**src/rtl/shift_pkg.sv**
```systemverilog
// ---------------------------------------------------------------------------
// shift_pkg
// Shared definitions for the barrel-shifter issue/writeback controller.
//   SA_W     : width of a shift amount (5 bits, covers 0..31)
//   SH_SLL / SH_SRL / SH_SRA : shifter op encodings {sign_ext, dir}
//   state_t  : controller FSM states
//   normOp() : folds the unused encoding 2'b10 onto SLL
// ---------------------------------------------------------------------------
package shift_pkg;

    localparam int SA_W = 5;

    localparam logic [1:0] SH_SLL = 2'b00;
    localparam logic [1:0] SH_SRL = 2'b01;
    localparam logic [1:0] SH_SRA = 2'b11;

    typedef enum logic [1:0] {
        ST_IDLE  = 2'd0,
        ST_ISSUE = 2'd1,
        ST_WAIT  = 2'd2,
        ST_DONE  = 2'd3
    } state_t;

    // Sign-extend without a direction bit is meaningless, so 2'b10 is
    // handed to the shifter as a plain left shift.
    function automatic logic [1:0] normOp(input logic [1:0] op);
        return (op == 2'b10) ? SH_SLL : op;
    endfunction

endpackage

```
**src/rtl/shift_issue_ctrl.sv**
```systemverilog
// ---------------------------------------------------------------------------
// shift_issue_ctrl
// Issue and writeback controller for the two-stage pipelined barrel shifter.
// Accepts one decoded shift per handshake, registers the shifter operands,
// waits out the shifter's internal register stage, captures the result and
// holds it for the register-file writeback port until it is consumed.
//
// Ports:
//   clk, reset            clock, synchronous active-high reset
//   in_valid / in_ready   upstream handshake
//   in_op                 {sign_ext, dir}: 00 SLL, 01 SRL, 11 SRA, 10 -> SLL
//   in_var                1: amount from in_rs[4:0], 0: from in_shamt
//   in_shamt, in_rs       amount sources
//   in_rt                 value to shift
//   in_dst                destination register index
//   flush                 kills the in-flight op
//   sh_opB, sh_sa, sh_op  registered operands to the shifter
//   sh_result             shifter result (valid during WAIT)
//   out_valid / out_ready writeback handshake
//   out_result, out_dst   captured result and destination
//   busy                  controller not idle
//
// Optional feature macro: SHIFT_ZERO_BYPASS_EN
//   When defined, an op whose selected amount is zero skips the shifter and
//   its value is presented for writeback on the cycle after acceptance.
// ---------------------------------------------------------------------------
module shift_issue_ctrl
    import shift_pkg::*;
#(
    parameter int WIDTH = 32
) (
    input  logic             clk,
    input  logic             reset,
    input  logic             in_valid,
    output logic             in_ready,
    input  logic [1:0]       in_op,
    input  logic             in_var,
    input  logic [SA_W-1:0]  in_shamt,
    input  logic [WIDTH-1:0] in_rs,
    input  logic [WIDTH-1:0] in_rt,
    input  logic [4:0]       in_dst,
    input  logic             flush,
    output logic [WIDTH-1:0] sh_opB,
    output logic [SA_W-1:0]  sh_sa,
    output logic [1:0]       sh_op,
    input  logic [WIDTH-1:0] sh_result,
    output logic             out_valid,
    input  logic             out_ready,
    output logic [WIDTH-1:0] out_result,
    output logic [4:0]       out_dst,
    output logic             busy
);

    state_t           r_state;
    state_t           w_nextState;
    logic [WIDTH-1:0] r_opB;
    logic [SA_W-1:0]  r_sa;
    logic [1:0]       r_op;
    logic [WIDTH-1:0] r_result;
    logic [4:0]       r_dst;

    logic             w_inReady;
    logic             w_accept;
    logic [SA_W-1:0]  w_selSa;
    logic             w_zeroBypass;
    logic             w_unusedRs;

    // Only the low bits of the register source form an amount.
    assign w_unusedRs = ^in_rs[WIDTH-1:SA_W];

    assign w_selSa = in_var ? in_rs[SA_W-1:0] : in_shamt;

`ifdef SHIFT_ZERO_BYPASS_EN
    assign w_zeroBypass = (w_selSa == '0);
`else
    assign w_zeroBypass = 1'b0;
`endif

    // A new op can enter when idle, or when the held result leaves this
    // same cycle; flush blocks acceptance outright.
    assign w_inReady = ((r_state == ST_IDLE) ||
                        ((r_state == ST_DONE) && out_ready)) && !flush;
    assign w_accept  = in_valid && w_inReady;

    // Next-state logic; flush overrides everything and returns to IDLE.
    always_comb begin
        w_nextState = r_state;
        case (r_state)
            ST_IDLE: begin
                if (w_accept)
                    w_nextState = w_zeroBypass ? ST_DONE : ST_ISSUE;
            end
            ST_ISSUE: w_nextState = ST_WAIT;
            ST_WAIT:  w_nextState = ST_DONE;
            ST_DONE: begin
                if (out_ready) begin
                    if (w_accept)
                        w_nextState = w_zeroBypass ? ST_DONE : ST_ISSUE;
                    else
                        w_nextState = ST_IDLE;
                end
            end
            default: w_nextState = ST_IDLE;
        endcase
        if (flush)
            w_nextState = ST_IDLE;
    end

    // State register.
    always_ff @(posedge clk) begin
        if (reset)
            r_state <= ST_IDLE;
        else
            r_state <= w_nextState;
    end

    // Operand and result registers. Shifter operands change only on an
    // accept edge that actually issues; the result is captured at the end
    // of WAIT unless the op is being killed.
    always_ff @(posedge clk) begin
        if (reset) begin
            r_opB    <= '0;
            r_sa     <= '0;
            r_op     <= SH_SLL;
            r_result <= '0;
            r_dst    <= '0;
        end else begin
            if (w_accept) begin
                r_dst <= in_dst;
                if (w_zeroBypass) begin
                    r_result <= in_rt;
                end else begin
                    r_opB <= in_rt;
                    r_sa  <= w_selSa;
                    r_op  <= normOp(in_op);
                end
            end
            if ((r_state == ST_WAIT) && !flush)
                r_result <= sh_result;
        end
    end

    assign in_ready   = w_inReady;
    assign sh_opB     = r_opB;
    assign sh_sa      = r_sa;
    assign sh_op      = r_op;
    assign out_valid  = (r_state == ST_DONE);
    assign out_result = r_result;
    assign out_dst    = r_dst;
    assign busy       = (r_state != ST_IDLE);

endmodule

```
**config.mk**
```make
export PLATFORM = sky130hd
export DESIGN_NAME = shift_issue_ctrl
export DESIGN_NICKNAME = d
export VERILOG_FILES = /design/src/rtl/shift_pkg.sv /design/src/rtl/shift_issue_ctrl.sv
export SDC_FILE = /design/constraint.sdc
export NUM_CORES = 1
export LEC_CHECK = 0
export CORE_MARGIN = 4
export CORE_UTILIZATION = 35
export DETAILED_ROUTE_END_ITERATION = 6
export GPL_TIMING_DRIVEN = 0
export PLACE_DENSITY = 0.79
export SYNTH_ARGS = -nofsm -noshare
export SYNTH_HDL_FRONTEND = slang
export SYNTH_SLANG_ARGS = --single-unit
```
**constraint.sdc**
```tcl
create_clock -name clk -period 1.8 [get_ports clk]
set_clock_uncertainty 0.1 [all_clocks]
set_input_delay 0.27 -clock clk [delete_from_list [all_inputs] [get_ports clk]]
set_output_delay 0.27 -clock clk [all_outputs]
set_load 0.02 [all_outputs]
```
==> results of run 1 <==
==> stage by stage <==
stage | setup TNS [ns] | cell area, um^2 | cells | util [%]
2_1_floorplan | 0 | 2942 | 354 | -
6_report | 0 | 4898 | 638 | 59.92
3_3_place_gp | -2.522 | 4705 | 622 | 57.55
3_5_place_dp | -4.104 | 4705 | 622 | 57.55
5_1_grt | -0.004136 | 4898 | 638 | 59.92
4_1_cts | 0 | 4893 | 638 | 59.86
==> power by group <==
group          switching [mW]  leakage, nW  internal (mW)
logic                   0.252         1.01          0.322
registers              0.0290        0.634           1.78
clock network           0.614       0.0841          0.530
total                   0.895         1.73           2.63
==> state kept, by name (all words and copies together) (netlist names) <==
| register | flops |
|---|---|
| out_result | 32 |
| sh_sa | 5 |
| sh_opB | 32 |
| sh_op | 2 |
| out_dst | 5 |
| r_state | 2 |
==> cell families (layout without fill, tap and decap cells) <==
group | Yosys count | in the layout | synth area share [%]
flops | 78 | 78 | 53.08
fa+ha+maj | 4 | 4 | 1.701
buf+inv | 29 | 208 | 5.019
mux | 6 | 6 | 2.042
simple gates | 155 | 155 | 21.61
compound gates | 82 | 82 | 16.55
==> worst reg2reg max path, delay by kind of cell (launching register included) <==
family                     cells  cell delay, ns
AOI/OAI and AO/OA              2            0.16
and+or+nand+nor                2            0.28
adders and majority gates      1            0.19
DFF                            1            0.36
buffers and inverters          3            0.50
==> worst paths after layout <==
kind / end / slack (ns) / from
worst max register to register: sh_opB[6]$_SDFFE_PP0P_ / 0.15 / r_state[1]$_SDFFE_PP0P_
worst min-delay path: sh_sa[2]$_SDFFE_PP0P_ / 0.32 / in_var
worst max-delay path: in_ready / 0.09 / r_state[1]$_SDFFE_PP0P_
worst min register to register: sh_op[0]$_SDFFE_PP0P_ / 0.35 / sh_op[0]$_SDFFE_PP0P_
==> cell usage in the layout, fill, tap and decap left out, types with 2 or more instances in the layout <==
cell / count
clkdlybuf4s50_1: 160
nand2_1: 132
dfxtp_1: 77
a21oi_1: 61
buf_2: 13
a21oi_2: 10
clkbuf_8: 10
nand2_2: 9
nor2_1: 6
clkbuf_1: 6
mux2i_1: 6
a211oi_1: 5
buf_4: 3
clkinv_2: 3
clkinvlp_4: 3
inv_1: 2
a21oi_4: 2
buf_6: 2
buf_1: 2
clkbuf_2: 2
ha_1: 2
==> repair_timing <==
item                                    in CTS  in global routing
pin swaps                                    0                  0
resized for setup                           10                  7
buffers inserted                             0                  0
endpoints found under the setup margin       4                 41
==> layout make-up <==
type | instances | area [um^2] | area share, %
clock inverters | 6 | 37.54 | 0.7663
repair buffers | 163 | 1623 | 33.13
inverters | 3 | 11.26 | 0.2299
multi-input cells | 247 | 1255 | 25.62
flip-flops and latches | 78 | 1565 | 31.95
plain buffers | 26 | 137.6 | 2.810
well taps | 105 | 131.4 | 2.682
clock buffers | 10 | 137.6 | 2.810
==> metal layers <==
metal	share of wire, %	global-route usage (%)	vias to the layer above
li1	-	-	1487
met4	0.75	5.042	0
met2	50	30.73	102
met1	40	17.80	1307
met5	0	0	-
met3	9.1	6.171	8
==> impl_metrics.py, run 1 <==
metrics = {
    "worst_setup_path": {
        "crit_path_end_kind": "primary output",
        "worst_setup_path_start_kind": "flop",
        "crit_required_ns": 1.43,
        "timing.critical_path.buf_inv": 2,
        "cp_slowest_cell": "dfxtp_4",
        "crit_cells": 5,
        "critPathArrivalTime_ns": 1.34,
        "cp_top_family": "flip-flops",
        "crit_type": "flop to primary output",
        "crit_path_max_fanout": 5,
        "max_stage_delay_ns": 0.37,
        "reg2reg_depth": 8,
        "crit_chain": "inv_1 -> ha_4 -> a21oi_4 -> nor2_1 -> buf_4",
    },
    "min_path": {
        "holdPathStages": 3,
        "hp-class": "input pin to flop",
    },
    "cells_and_area": {
        "nets": 646,
        "num_antenna_cells": 0,
        "drive_above_1_share_pct": 12.20,
        "nFillCells": 740,
        "area_growth_pct": 66.52,
    },
    "die": {
        "fp.dieArea_um2": 9935,
        "ios": 193,
        "fp-row-count": 33,
        "core-area_um2": 8175,
        "die_h_um": 99.68,
        "die_w_um": 99.68,
        "start_util_pct": 35.98,
    },
    "timing": {
        "period_share_pct": 94.88,
        "setup_viol": 0,
        "rsz0062_at_grt": "true",
        "worst_slew_margin_rel_pct": 66.42,
        "timing.fmax_mhz": 585.6,
        "drv_slew": 0,
        "tightest_slew_ns": 0.5037,
        "final.setup.worst_slack_ns": 0.09224,
        "hold_ws_ns": 0.3153,
        "period_needed_ns": 1.708,
        "finalHoldViolations": 0,
    },
    "place": {
        "port-buffer-count": 163,
        "gp_congestion": 0.8142,
        "place_ws_ns": -0.1712,
        "hpwl_um": 6711,
    },
    "yosys": {
        "synth_ff_type": "dfxtp_1",
        "synth_edf_count": 0,
        "synth_top_area_share_pct": 53.08,
        "yosysSeqAreaShare_pct": 53.08,
        "async_flop_share_pct": 0,
        "syn_inst": 354,
        "yosys-top-cells-count": "132 x nand2_1, 78 x dfxtp_1, 61 x a21oi_1, 13 x buf_2, 11 x a21oi_2",
        "synth_fp_nets": 472,
        "synth_top_area_cell": "dfxtp_1",
        "syn_area_um2": 2942,
        "yosysMostFrequentCell": "nand2_1",
        "avgSynthCellArea_um2": 8.310,
        "ys_ff_latch": 78,
        "ys.warnings.count": 0,
        "ys_top_cells_by_area": "dfxtp_1 53%, nand2_1 17%, a21oi_1 10%",
        "synth.distinct_cells": 28,
    },
    "power": {
        "ir_worst_vdd_mv": 0.3966,
        "finalPower_mw": 3.525,
        "power.density_nw_per_um2": 719.5,
        "cellLeakagePower_nw": 1.731,
    },
    "routing": {
        "viasPerCell": 4.552,
        "wl_per_cell_um": 13.34,
        "vias": 2904,
        "remaining_drc_errors": 0,
        "ant_nets": 0,
        "drtIter0Drc": 44,
        "dr.pass1.iters": 4,
        "wl_um": 8514,
    },
    "global_route": {
        "antenna_found_initial": 0,
        "grt_pass1_vias": 2817,
        "track_usage_pct": 16.78,
        "grt-ovfl-total": 0,
        "grt_max_degree": 14,
        "grt_pass1_wl_um": 13460,
    },
    "cts": {
        "clockBufferDepth": 2,
        "cts_tree": "done",
        "path_clk_slew_ns": 0.08,
        "cts.sinks": 78,
        "cts_hold_buf": 0,
        "htreeDepth": 3,
        "root_buffer": "clkbuf_8",
        "insertion_delay_ns": 0.33,
        "numCtsBuffers": 9,
    },
    "flow_run": {
        "maxCapViolCount": 0,
    },
    "status": {
        "status": "completed",
    },
}
(Power assumes the default switching activity.)
==> run 2: changes to the inputs <==
--- a/config.mk
+++ b/config.mk
@@ -7,9 +7,11 @@
 export LEC_CHECK = 0
 export CORE_MARGIN = 4
 export CORE_UTILIZATION = 35
+export CTS_BUF_LIST = sky130_fd_sc_hd__clkbuf_4 sky130_fd_sc_hd__clkbuf_8
 export DETAILED_ROUTE_END_ITERATION = 6
 export GPL_TIMING_DRIVEN = 0
 export PLACE_DENSITY = 0.79
+export RECOVER_POWER = 100
 export SYNTH_ARGS = -nofsm -noshare
 export SYNTH_HDL_FRONTEND = slang
 export SYNTH_SLANG_ARGS = --single-unit
==> results of run 2 <==
Same layout as run 1: the final DEF is identical, and so are final timing and power.
==> run 3: changes to the inputs <==
--- a/config.mk
+++ b/config.mk
@@ -8,8 +8,10 @@
 export CORE_MARGIN = 4
 export CORE_UTILIZATION = 35
 export CTS_BUF_LIST = sky130_fd_sc_hd__clkbuf_4 sky130_fd_sc_hd__clkbuf_8
+export CTS_CLUSTER_DIAMETER = 50
 export DETAILED_ROUTE_END_ITERATION = 6
 export GPL_TIMING_DRIVEN = 0
+export HOLD_SLACK_MARGIN = 0.08
 export PLACE_DENSITY = 0.79
 export RECOVER_POWER = 100
 export SYNTH_ARGS = -nofsm -noshare
==> results of run 3 <==
Same layout as run 1: the final DEF is identical, and so are final timing and power.
